===== src/rtl/neuron_accumulator_pkg.sv =====
// Shared definitions for the neuron accumulator and its adder controller:
// default datapath widths, FSM state encodings and a small width helper.
package neuron_accumulator_pkg;

    localparam int NA_DATA_W = 16;
    localparam int NA_ACC_W  = 24;
    localparam int NA_IDX_W  = 5;

    typedef enum logic [1:0] {
        IDLE  = 2'd0,
        FETCH = 2'd1,
        MAC   = 2'd2,
        DONE  = 2'd3
    } na_state_e;

    // Wider of two operand widths, used to size an overflow-free sum.
    function automatic int max_width(input int a, input int b);
        return (a > b) ? a : b;
    endfunction

endpackage


===== src/rtl/neuron_accumulator_sat_add.sv =====
// Combinational saturating adder: adds two signed operands of arbitrary
// widths and clamps the exact sum into the signed OUT_W range.
module sat_add
    import neuron_accumulator_pkg::*;
#(
    parameter int A_W   = 24,
    parameter int B_W   = 32,
    parameter int OUT_W = 24
) (
    input  logic signed [A_W-1:0]   a,
    input  logic signed [B_W-1:0]   b,
    output logic signed [OUT_W-1:0] y
);

    // One guard bit above the wider operand makes the sum exact.
    localparam int SUM_W = max_width(A_W, B_W) + 1;

    logic signed [SUM_W-1:0]     sum;
    logic        [SUM_W-OUT_W:0] top_bits;

    // Exact sum, then clamp when the bits above the result sign disagree.
    always_comb begin
        sum      = SUM_W'(a) + SUM_W'(b);
        top_bits = sum[SUM_W-1:OUT_W-1];
        if ((&top_bits) || !(|top_bits)) begin
            y = sum[OUT_W-1:0];
        end else if (sum[SUM_W-1]) begin
            y = {1'b1, {(OUT_W-1){1'b0}}};
        end else begin
            y = {1'b0, {(OUT_W-1){1'b1}}};
        end
    end

endmodule


===== src/rtl/neuron_accumulator.sv =====
// Neuron multiply-accumulate engine: one product per startAdd handshake,
// saturating accumulation, index generation for the sample/weight memories.
module neuron_accumulator
    import neuron_accumulator_pkg::*;
#(
    parameter int DATA_W = NA_DATA_W,
    parameter int ACC_W  = NA_ACC_W,
    parameter int IDX_W  = NA_IDX_W
) (
    input  logic                     clk,
    input  logic                     rst,
    input  logic                     clear,
    input  logic [IDX_W-1:0]         numInputs,
    input  logic                     startAdd,
    output logic [IDX_W-1:0]         idx,
    input  logic signed [DATA_W-1:0] inData,
    input  logic signed [DATA_W-1:0] weight,
    output logic                     sinAddFin,
    output logic                     lastAdd,
    output logic signed [ACC_W-1:0]  accOut
);

    localparam int PROD_W = 2 * DATA_W;

    na_state_e                 state_q, state_d;
    logic [IDX_W-1:0]          idx_q, idx_d;
    logic [IDX_W-1:0]          num_q, num_d;
    logic signed [ACC_W-1:0]   acc_q, acc_d;
    logic signed [PROD_W-1:0]  product_q, product_d;
    logic                      fin_q, fin_d;
    logic signed [ACC_W-1:0]   sat_sum;
    logic                      last_add;

    sat_add #(
        .A_W   (ACC_W),
        .B_W   (PROD_W),
        .OUT_W (ACC_W)
    ) u_sat_add (
        .a (acc_q),
        .b (product_q),
        .y (sat_sum)
    );

    // Decoded purely from registers so lastAdd has no input-to-output path.
    assign last_add = (idx_q == num_q);

    // Next-state logic; clear overrides everything and aborts any step.
    always_comb begin
        state_d   = state_q;
        idx_d     = idx_q;
        num_d     = num_q;
        acc_d     = acc_q;
        product_d = product_q;
        fin_d     = 1'b0;
        if (clear) begin
            state_d = IDLE;
            idx_d   = '0;
            acc_d   = '0;
            num_d   = numInputs;
        end else begin
            case (state_q)
                IDLE: begin
                    if (startAdd && !last_add) begin
                        state_d = FETCH;
                    end
                end
                FETCH: begin
                    product_d = PROD_W'(inData) * PROD_W'(weight);
                    state_d   = MAC;
                end
                MAC: begin
                    acc_d   = sat_sum;
                    idx_d   = idx_q + 1'b1;
                    fin_d   = 1'b1;
                    state_d = DONE;
                end
                DONE: begin
                    state_d = IDLE;
                end
                default: begin
                    state_d = IDLE;
                end
            endcase
        end
    end

    // State and datapath registers with asynchronous active-low reset.
    always_ff @(posedge clk or negedge rst) begin
        if (!rst) begin
            state_q   <= IDLE;
            idx_q     <= '0;
            num_q     <= '0;
            acc_q     <= '0;
            product_q <= '0;
            fin_q     <= 1'b0;
        end else begin
            state_q   <= state_d;
            idx_q     <= idx_d;
            num_q     <= num_d;
            acc_q     <= acc_d;
            product_q <= product_d;
            fin_q     <= fin_d;
        end
    end

    assign idx       = idx_q;
    assign accOut    = acc_q;
    assign sinAddFin = fin_q;
    assign lastAdd   = last_add;

endmodule


===== config.mk =====
export PLATFORM = sky130hd
export DESIGN_NAME = neuron_accumulator
export DESIGN_NICKNAME = d
export VERILOG_FILES = /design/src/rtl/neuron_accumulator_pkg.sv /design/src/rtl/neuron_accumulator_sat_add.sv /design/src/rtl/neuron_accumulator.sv
export SDC_FILE = /design/constraint.sdc
export NUM_CORES = 1
export LEC_CHECK = 0
export CORE_MARGIN = 2
export CORE_UTILIZATION = 50
export CTS_BUF_LIST = sky130_fd_sc_hd__clkbuf_8 sky130_fd_sc_hd__clkbuf_16
export DETAILED_ROUTE_END_ITERATION = 8
export PLACE_DENSITY = 0.68
export SYNTH_ARGS = -nofsm -noshare
export SYNTH_HDL_FRONTEND = slang
export SYNTH_SLANG_ARGS = --single-unit

===== constraint.sdc =====
create_clock -name clk -period 3.5 [get_ports clk]
set_input_delay 0.35 -clock clk [delete_from_list [all_inputs] [get_ports clk]]
set_output_delay 0.35 -clock clk [all_outputs]
set_load 0.01 [all_outputs]

Yosys cells after proc, flatten, opt, wreduce, memory -nomap -nowiden
Cells that the tools add are included.
Cells by class
  muxes and demuxes: 11
  multipliers: 1
  equal/unequal tests: 5
  reduce and logical (&&, ||, !) cells: 9
  add/sub/neg operators: 2
  bitwise operators: 1
Operators by type and width (number)
  24-bit two-way mux: 4
  24-bit by 32-bit adder with 33-bit output: 1
  16-bit by 16-bit multiplier with 32-bit output: 1
  5-bit two-way mux: 2
  10-bit AND reduction: 1
  10-bit OR reduction: 1
  2-bit case mux with 4 select lines: 1
  5-bit by 1-bit adder with 5-bit output, second input constant: 1
  5-bit == test: 1
  2-bit == test, second input constant: 2
  2-bit two-way mux: 2
  3-bit != test, second input constant: 1
  2-bit by 1-bit == test with 1-bit output, second input constant: 1
  1-bit zero test: 2
  2-bit zero test: 1
  1-bit two-way mux: 2
  2-bit AND reduction: 1
  2-bit nonzero test: 1
  1-bit logical AND: 1
  1-bit logical OR: 1
  1-bit NOT: 1
Word-level totals
  bits in registers: 69
  output and inout port bits: 31
  input port bits: 41
  word-level logic and storage cells: 35

Depth between registers and ports, before layout
Gate-level depths: netlist of run 1.
  word-level depth: 7
  mapped depth: 25
  mapped depth without buffers: 23

Cells and area by module
Synthesis of run 1 repeated with hierarchy kept, for this count alone.
Unflattened totals
  cell total of the unflattened synthesis: 1657
  area, all modules: 14901.8 sq um
By module, submodules not included
  neuron_accumulator: cells each 1353, sequential area each 1726.7 sq um, times used 1, area an instance 12689.7 sq um
  sat_add: cells each 304, sequential area each 0.0 sq um, times used 1, area an instance 2212.1 sq um

Worst setup path after synthesis of run 1
No wires, ideal clock.
  path kind: input -> register
  start: input port weight[1]
  end: register product_q[31]
  stages: 23
  path buffers: 2
  setup slack: -2561 ps
  data required time: 3367 ps
  setup time: 133 ps
  arrival time: 5928 ps
  cells stage by stage: clkbuf_1 -> nand2_1 -> inv_1 -> fa_1 -> fa_1 -> inv_1 -> fa_1 -> fa_1 -> fa_1 -> fa_1 -> inv_1 -> ha_1 -> clkbuf_1 -> nand2_1 -> nor2_1 -> nor3_1 -> a21oi_1 -> nand4_1 -> a21boi_0 -> o41a_1 -> a31oi_1 -> xnor2_1 -> o21ai_0
On the way
  word-level cells in the longest chain between the ends: 1
Ends and longest elaborated chain
  from (decl): RTL line neuron_accumulator.sv:17  | input logic signed [DATA_W-1:0] weight,
  16-bit by 16-bit multiplier with 32-bit output: RTL line neuron_accumulator.sv:68  | product_d = PROD_W'(inData) * PROD_W'(weight);
  to (signal assigned): RTL line neuron_accumulator.sv:101  | product_q <= product_d;
  to (decl): RTL line neuron_accumulator.sv:29  | logic signed [PROD_W-1:0] product_q, product_d;
No other way between the ends.
A chain may end at the register's enable or synchronous reset.

Final worst setup path of run 1
  start: input port weight[3]
  end: register product_q[31]
The elaborated chain is that of the path after synthesis.

==> reports/results.md, run 1 <==
| Result | Reported |
| --- | --- |
| Sequential element share of the synthesized area | 12.1% |
| Largest stage delay on the critical path | 0.63 ns |
| Total Routing Usage GR | 25.7% |
| Most area-hungry cell type in the Yosys netlist | fa_1 |
| Leading register cell type out of synthesis | dfrtp_1 |
| Global-route wire length before repair | 62500 um |
| Final antenna-violating net count | 0 |
| Iteration-0 DRC count of the detailed router | 741 |
| Nets@finish | 2256 |
| Final Max Tran Viols | 0 |
| CTS tree | yes |
| Proportion of synthesized flip-flops having asynchronous set or reset | 100% |
| CTS Buf Count | 9 |
| Residual DRC count | 0 |
| Number of distinct standard cells referenced by the synthesized netlist | 65 |
| Final critical-path required period | 5.67 ns |
| Worst flop-to-flop path endpoint | accOut[2] |
| Average detailed-routed wire length per instance | 17.0 um |
| Die span in y | 173 um |
| Ordered cell list for the critical path | buf_8 > buf_8 > and2_4 > fa_2 > buf_6 > fa_1 > fa_1 > fa_1 > fa_1 > inv_2 > fa_1 > inv_2 > ha_4 > a21oi_2 > o22ai_2 > o21ai_2 > buf_6 > a21oi_4 > nand4_1 > a21boi_2 > o41a_1 > a31oi_1 > xnor2_1 > o21ai_1 |
| Nature of the critical path endpoint | flip-flop |
| Final Core Density | 67.3% |
| Fraction of final layout cells with drive strength greater than 1 | 28.4% |
| Final sum of negative setup slack | -41.70 ns |
| Clock tree sinks | 69 |
| # port buffers | 71 |
| Final Setup Violations | 26 |
| DIE AREA | 0.0300 mm2 |
| Category of cells accounting for the largest share of critical-path delay | adder cells |
| Buffer and inverter count on the worst path | 6 |
| Master cell of the clock root buffer | clkbuf_16 |
| Number of vias per cell | 5.39 |
| Final HPWL from detailed placement | 27900 um |
| # Max-Cap Violations | 0 |
| Wire length reported by the detailed router | 37700 um |
| Top post-synthesis cells by area | fa_1 (37%), dfrtp_1 (12%), ha_1 (10%) |
| Post-synth EDFFs | 0 |
| Total via count after detailed routing | 11900 |
| Kind of start point of the critical path | input pin |
| Critical Setup Path Class | in -> reg |
| Commonest cells after routing, fill and taps aside | inv_1 (286), fa_1 (243), buf_4 (217) |
| Highest net fanout along the worst path | 5 |
| Post-synthesis register bit count | 69 |
| Most common cell on crit path | fa_1 |
| Violations in the final reports | negative setup slack |
| Post-Synthesis Cell Area | 0.0143 mm2 |
| Starting density of the core | 51.1% |
| Initial antenna violation count | 0 |
| Mean cell area of the mapped netlist | 9.27 um2 |
| Routability-driven placement congestion ratio | 0.901 |
| Fraction of post-synthesis cell area in the top cell type by area | 36.8% |
| Number of buffers inserted by hold repair at cts | 0 |
| Clock latency at the later pin of the worst-skew pair | 0.34 ns |
| Post-synthesis to final-layout area growth | 31.8% |
| Net Count, Synth | 1965 |
| Largest net degree at the start of global routing | 70 |
| Most common cell after layout, fill and taps aside | inv_1 |
| Yosys warning count | 0 |
| Via count of the first global-routing pass | 13000 |
| Worst-path clk slew | 0.06 ns |
| Share of the clock period used by the worst path | 162% |
| Die boundary width | 173 um |
| # IOs | 72 |
| Overflow left after global routing | 0 |
| Synthesized instance count | 1543 |
| Deepest clock path buffer count | 2 |
| Area of the core | 0.0280 mm2 |
| Worst reg2reg path depth | 11 |
| Required time of the critical path | 3.70 ns |
| Skew final | 0.00723 ns |
| Row cnt | 61 |
| R2R Setup Slk | 0.08 ns |
| TritonRoute pass-1 iters | 5 |
| Worst-path cell with the longest stage delay | fa_2 |
| Relative slew slack | 40.3% |
| Class of the tightest hold or removal check | in -> async |
| H-tree levels | 3 |
| Worst-Margin Slew | 0.895 ns |
| # diodes | 0 |
| Outcome | finished with violations |
| Setup repair after global routing missed its margin | true |
| Final hold violation count | 0 |
| Source of the worst register-to-register timing path | accOut[11] |
| Achievable clock frequency | 176 MHz |
| Worst Slack Setup Final | -2.17 ns |
| Data arrival time of the worst path | 5.87 ns |
[state kept, by name, summed over array words and instances (netlist names)]
signal / flops
accOut: 24
product_q: 32
num_q: 5
idx: 5
state_q: 2
sinAddFin: 1
[how the worst max path moves through the flow]
stage | startpoint | endpoint | slack (ns) | cells past startpoint
2_1_floorplan | weight[2] | product_q[31] | -2.13 | 23
3_3_place_gp | inData[14] | product_q[31] | -2.88 | 23
3_5_place_dp | inData[14] | product_q[31] | -3.06 | 23
4_1_cts | weight[5] | product_q[30] | -2.17 | 23
5_1_grt | weight[3] | product_q[31] | -2.34 | 24
6_report | weight[3] | product_q[31] | -2.17 | 24
[repair_timing]
action | in CTS | in global routing
pin swaps | 94 | 75
setup endpoints to repair | 50 | 50
gates cloned | 16 | 0
gates resized for setup | 256 | 89
setup buffers | 56 | 14
[metrics by stage]
stage                     instance area [um2]  setup WS [ns]  hold slack, ns  instances
after floorplan                         14800          -2.13          0.0544       1543
after global placement                  17100          -2.88           0.475       2125
after detailed placement                17100          -3.06           0.480       2125
after CTS                               18500          -2.17           0.259       2210
after global routing                    18900          -2.34           0.282       2217
final                                   18900          -2.17           0.207       2217
[layer usage]
metal / part of all wire (%) / up-vias / GRT usage (%)
met3: 4.9 / 74 / 3.58
met4: 2.4 / 0 / 6.64
met1: 40 / 6092 / 32.5
li1: - / 5457 / -
met2: 53 / 326 / 46.4
met5: 0 / - / 0
[synth_stat cells (8+ instances only)]
| master | n |
|---|---|
| inv_1 | 306 |
| fa_1 | 263 |
| nand2_1 | 164 |
| and2_1 | 125 |
| ha_1 | 118 |
| dfrtp_1 | 69 |
| a21oi_1 | 54 |
| o21ai_0 | 53 |
| nor2_1 | 48 |
| clkbuf_1 | 45 |
| xnor2_1 | 43 |
| xor2_1 | 26 |
| a221o_1 | 20 |
| a21o_1 | 14 |
| nand4_1 | 14 |
| nor3_1 | 14 |
| nand3_1 | 13 |
| o21a_1 | 12 |
| nand2b_1 | 11 |
| buf_6 | 10 |
| mux2_2 | 9 |
| o211ai_1 | 9 |
| o21bai_1 | 8 |
[final cells by class]
type                            count  area (um2)
Inverter                          306        1150
Multi-Input combinational cell   1111       12200
Clock buffer                       11         253
Clock inverter                      5        33.8
Tap cell                          378         473
Timing Repair Buffer              337        3020
Fill cell                        2136        9160
Sequential cell                    69        1730
[kinds of logic (layout without fill, tap and decap cells)]
kind of cell	count (synthesis)	after routing	synth area share [%]
AOI/OAI and AO/OA	228	230	10.9
xor gates and xnor gates	69	69	4.22
adders and majority gates	381	381	47.1
buffers and inverters	367	659	10.3
DFF	69	69	12.1
muxes	12	12	0.918
and+or+nand+nor	417	419	14.4
Power of run 1 is left out: the tool's default activity adds up to more than one toggle a clock period on the data nets, which glitch-free logic cannot reach.
==> inputs of run 2 (changes only) <==
--- a/config.mk
+++ b/config.mk
@@ -6,9 +6,11 @@
 export NUM_CORES = 1
 export LEC_CHECK = 0
+export CELL_PAD_IN_SITES_DETAIL_PLACEMENT = 2
+export CELL_PAD_IN_SITES_GLOBAL_PLACEMENT = 2
 export CORE_MARGIN = 2
-export CORE_UTILIZATION = 50
+export CORE_UTILIZATION = 41
 export CTS_BUF_LIST = sky130_fd_sc_hd__clkbuf_8 sky130_fd_sc_hd__clkbuf_16
 export DETAILED_ROUTE_END_ITERATION = 8
-export PLACE_DENSITY = 0.68
+export PLACE_DENSITY_LB_ADDON = 0.1
 export SYNTH_ARGS = -nofsm -noshare
 export SYNTH_HDL_FRONTEND = slang
==> constraint.sdc (replaced) <==
create_clock -name clk -period 3.5 [get_ports clk]
set_input_delay 0.525 -clock clk [delete_from_list [all_inputs] [get_ports clk]]
set_output_delay 0.525 -clock clk [all_outputs]
set_load 0.01 [all_outputs]
==> reports/results.md, run 2 <==
| Result | Reported | Change |
| --- | --- | --- |
| # IOs | 72 | unchanged |
| Post-synthesis register bit count | 69 | unchanged |
| Cell with the most instances after synthesis | inv_1 |  |
| Synthesized instance count | 1543 | unchanged |
| Category of the worst endpoint | register input |  |
| Stop err | [ERROR DPL-0033] detailed placement checks failed during check placement. |  |
| Area after detailed placement | 0.0174 mm2 | +1.9% |
| Initial antenna violation count | 0 |  |
| Net Count, Synth | 1965 | unchanged |
| Stop stage | 5_1_grt |  |
| Most area-hungry cell type in the Yosys netlist | fa_1 |  |
| Final HPWL from detailed placement | 42100 um | +51% |
| Leading register cell type out of synthesis | dfrtp_1 |  |
| Outcome | stopped before the end |  |
| Fraction of post-synthesis cell area in the top cell type by area | 36.8% | unchanged |
| Routability-driven placement congestion ratio | 0.867 | -3.8% |
| Master cell of the clock root buffer | clkbuf_16 |  |
| Total placed cells including tap cells | 2223 | +4.6% |
| Yosys warning count | 0 | unchanged |
| Mean cell area of the mapped netlist | 9.27 um2 | unchanged |
| Top post-synthesis cells by area | fa_1 (37%), dfrtp_1 (12%), ha_1 (10%) |  |
| Sequential element share of the synthesized area | 12.1% | unchanged |
| Number of buffers inserted by hold repair at cts | 0 | unchanged |
| Deepest clock path buffer count | 2 | unchanged |
| Die boundary width | 191 um | +10% |
| H-tree levels | 3 | unchanged |
| Die span in y | 191 um | +10% |
| Leading cell types by count after synthesis | inv_1 (306), fa_1 (263), nand2_1 (164), and2_1 (125), ha_1 (118) |  |
| Pre-CTS worst setup slack | -3.44 ns | -0.374 ns |
| Row cnt | 68 | +11% |
| Clock tree sinks | 69 | unchanged |
| Proportion of synthesized flip-flops having asynchronous set or reset | 100% | unchanged |
| Post-synth EDFFs | 0 | unchanged |
| Post-Synthesis Cell Area | 0.0143 mm2 | unchanged |
| # port buffers | 71 | unchanged |
| Starting density of the core | 41.5% | -9.6 points |
| Number of distinct standard cells referenced by the synthesized netlist | 65 | unchanged |
| Largest net degree at the start of global routing | 70 |  |
| CTS Buf Count | 9 | unchanged |
| Worst setup endpoint after the global-route repair_timing | product_q[30]$_DFFE_PN0P_/D |  |
==> run 2: cell counts after synthesis <==
Identical to the previous run, type by type.
==> run 2: cell families after synthesis <==
| group | count (synthesis) | synth area share, % |
|---|---|---|
| AOI/OAI and AO/OA | 228 | 10.9 |
| xor gates and xnor gates | 69 | 4.22 |
| adders and majority gates | 381 | 47.1 |
| buffers and inverters | 367 | 10.3 |
| DFF | 69 | 12.1 |
| muxes | 12 | 0.918 |
| and+or+nand+nor | 417 | 14.4 |
==> run 2: timing repair <==
action / 4_1_cts
cloned: 15
endpoints found under the hold margin: 0
setup endpoints to repair: 51
gates resized for setup: 328
pin swaps: 110
buffers inserted: 68
==> run 2: metrics by stage <==
step                utilization (%)  TNS [ns]
floorplan                         -    -40.02
detailed placement             50.5    -72.22
CTS                            55.5    -49.52
global placement               50.5    -62.39
==> inputs of run 3 (changes only) <==
- CELL_PAD_IN_SITES_DETAIL_PLACEMENT: 2 -> default
- CELL_PAD_IN_SITES_GLOBAL_PLACEMENT: 2 -> default
- CORE_UTILIZATION: 41 -> 35
- CTS_BUF_LIST: sky130_fd_sc_hd__clkbuf_8 sky130_fd_sc_hd__clkbuf_16 -> default
- PLACE_DENSITY_LB_ADDON: 0.1 -> 0.15
==> reports/results.md, run 3 (synthesis gave the netlist of run 1 again) <==
| Result | Reported | Change |
| --- | --- | --- |
| R2R Setup Slk | 0.10 ns |  |
| Source of the worst register-to-register timing path | product_q[8] |  |
| # diodes | 0 |  |
| Kind of start point of the critical path | input pin |  |
| Achievable clock frequency | 174 MHz |  |
| Wire length reported by the detailed router | 40300 um |  |
| Deepest clock path buffer count | 2 | unchanged |
| Row cnt | 74 | +8.8% |
| Worst flop-to-flop path endpoint | accOut[2] |  |
| Final antenna-violating net count | 0 |  |
| Number of buffers inserted by hold repair at cts | 0 | unchanged |
| Routability-driven placement congestion ratio | 0.833 | -3.8% |
| Largest net degree at the start of global routing | 35 |  |
| Number of fill cells | 3842 |  |
| Worst-path clk slew | 0.06 ns |  |
| # Max-Cap Violations | 0 |  |
| Relative slew slack | 36.8% |  |
| Required time of the critical path | 3.71 ns |  |
| Nature of the critical path endpoint | flip-flop |  |
| Outcome | finished with violations |  |
| Data arrival time of the worst path | 5.97 ns |  |
| CTS Buf Count | 9 | unchanged |
| Violations in the final reports | negative setup slack |  |
| Residual DRC count | 0 |  |
| Worst-Margin Slew | 0.946 ns |  |
| Routing usage on met3 | 2.71% |  |
| Overflow left after global routing | 0 |  |
| Final critical-path required period | 5.76 ns |  |
| TritonRoute pass-1 iters | 4 |  |
| # IOs | 72 | unchanged |
| Class of the tightest hold or removal check | in -> async |  |
| Master cell of the clock root buffer | clkbuf_16 |  |
| Highest net fanout along the worst path | 4 |  |
| Starting density of the core | 35.3% | -6.2 points |
| Clock tree sinks | 69 | unchanged |
| Area after detailed placement | 0.0175 mm2 | +0.80% |
| Average detailed-routed wire length per instance | 16.6 um |  |
| Final cell area excluding filler cells | 0.0198 mm2 |  |
| Clock latency at the later pin of the worst-skew pair | 0.34 ns |  |
| Final hold violation count | 0 |  |
| Global routing usage on met2 | 33.7% |  |
| Fraction of final layout cells with drive strength greater than 1 | 32.6% |  |
| Area of the core | 0.0406 mm2 |  |
| Critical Setup Path Class | in -> reg |  |
| Die boundary width | 206 um | +8.1% |
| Highest-utilization routing layer at the global route stage | met2 |  |
| Worst reg2reg path depth | 13 |  |
| Global-route wire length before repair | 64200 um |  |
| # port buffers | 71 | unchanged |
| Post-synthesis to final-layout area growth | 38.4% |  |
| DIE AREA | 0.0425 mm2 |  |
| Skew final | 0.0108 ns |  |
| Share of the clock period used by the worst path | 165% |  |
| Initial antenna violation count | 0 |  |
| Total Routing Usage GR | 19.3% |  |
| Max FFs per register | 32 |  |
| Final Setup Violations | 26 |  |
| Final HPWL from detailed placement | 30400 um | -28% |
| Final Max Tran Viols | 0 |  |
| Setup repair after global routing missed its margin | true |  |
| Met1 capacity usage during global routing | 25.6% |  |
| Total via count after detailed routing | 11800 |  |
| Via count of the first global-routing pass | 12400 |  |
| Worst Slack Setup Final | -2.26 ns |  |
| Number of vias per cell | 4.88 |  |
| Iteration-0 DRC count of the detailed router | 516 |  |
| CTS tree | yes |  |
| Most common cell after layout, fill and taps aside | inv_1 |  |
| Top reg by flops | product_q |  |
| H-tree levels | 3 | unchanged |
| Die span in y | 206 um | +8.1% |
| Commonest cells after routing, fill and taps aside | inv_1 (274), fa_1 (235), buf_4 (232) |  |
| Nets@finish | 2309 |  |
==> run 3: metrics by stage <==
| stage | setup TNS [ns] | hold WS [ns] | std cells | setup WS (ns) | util (%) |
|---|---|---|---|---|---|
| final | -44.65 | 0.267 | 2424 | -2.26 | 48.8 |
| after floorplan | -40.02 | 0.229 | 1543 | -2.30 | - |
| after detailed placement | -68.19 | 0.486 | 2309 | -3.14 | 43.2 |
| after global placement | -67.72 | 0.477 | 2309 | -3.06 | 43.2 |
| after CTS | -45.34 | 0.296 | 2401 | -2.31 | 47.5 |
| after global routing | -49.21 | 0.321 | 2424 | -2.48 | 48.8 |
==> run 3: routing by layer <==
metal / vias up / share of wire, %
met2: 192 / 51
met1: 6015 / 44
met3: 48 / 3.4
met5: - / 0
li1: 5567 / -
met4: 0 / 1.7
==> run 3: critical path, cell delays in order <==
cell	delay (ns)
buf_6	0.10
buf_12	0.12
and2_4	0.15
fa_1	0.56
inv_2	0.05
fa_1	0.46
fa_1	0.51
inv_2	0.04
fa_1	0.49
fa_1	0.53
inv_2	0.04
fa_1	0.51
inv_2	0.05
ha_4	0.29
nand2_2	0.07
o21ai_4	0.16
a311o_1	0.22
a22oi_2	0.11
buf_4	0.14
a211o_1	0.32
o2111ai_1	0.23
a21oi_2	0.08
xor2_1	0.15
o21ai_1	0.07
==> run 3: worst max path at each step <==
stage / start / to / slack, ns
after floorplan: weight[2] / product_q[31] / -2.30
after global placement: weight[2] / product_q[31] / -3.06
after detailed placement: weight[2] / product_q[31] / -3.14
after CTS: weight[5] / product_q[28] / -2.31
after global routing: inData[6] / product_q[22] / -2.48
final: weight[5] / product_q[24] / -2.26
==> run 3: what timing repair did <==
item	4_1_cts	5_1_grt
pin swaps	146	90
gates resized for setup	316	118
endpoints found under the setup margin	51	50
buffers inserted	57	25
gates cloned	19	2
hold endpoints to repair	0	0
==> run 3: final cells by class <==
class | count | area [um2] | area share [%]
clock buffers | 9 | 225 | 1.14
repair buffers | 388 | 3660 | 18.5
flip-flops and latches | 69 | 1730 | 8.72
multi-input cells | 1113 | 12300 | 62.1
well taps | 532 | 666 | 3.36
clock inverters | 7 | 73.8 | 0.373
inverters | 306 | 1150 | 5.81
Power of run 3 is left out for the same reason.
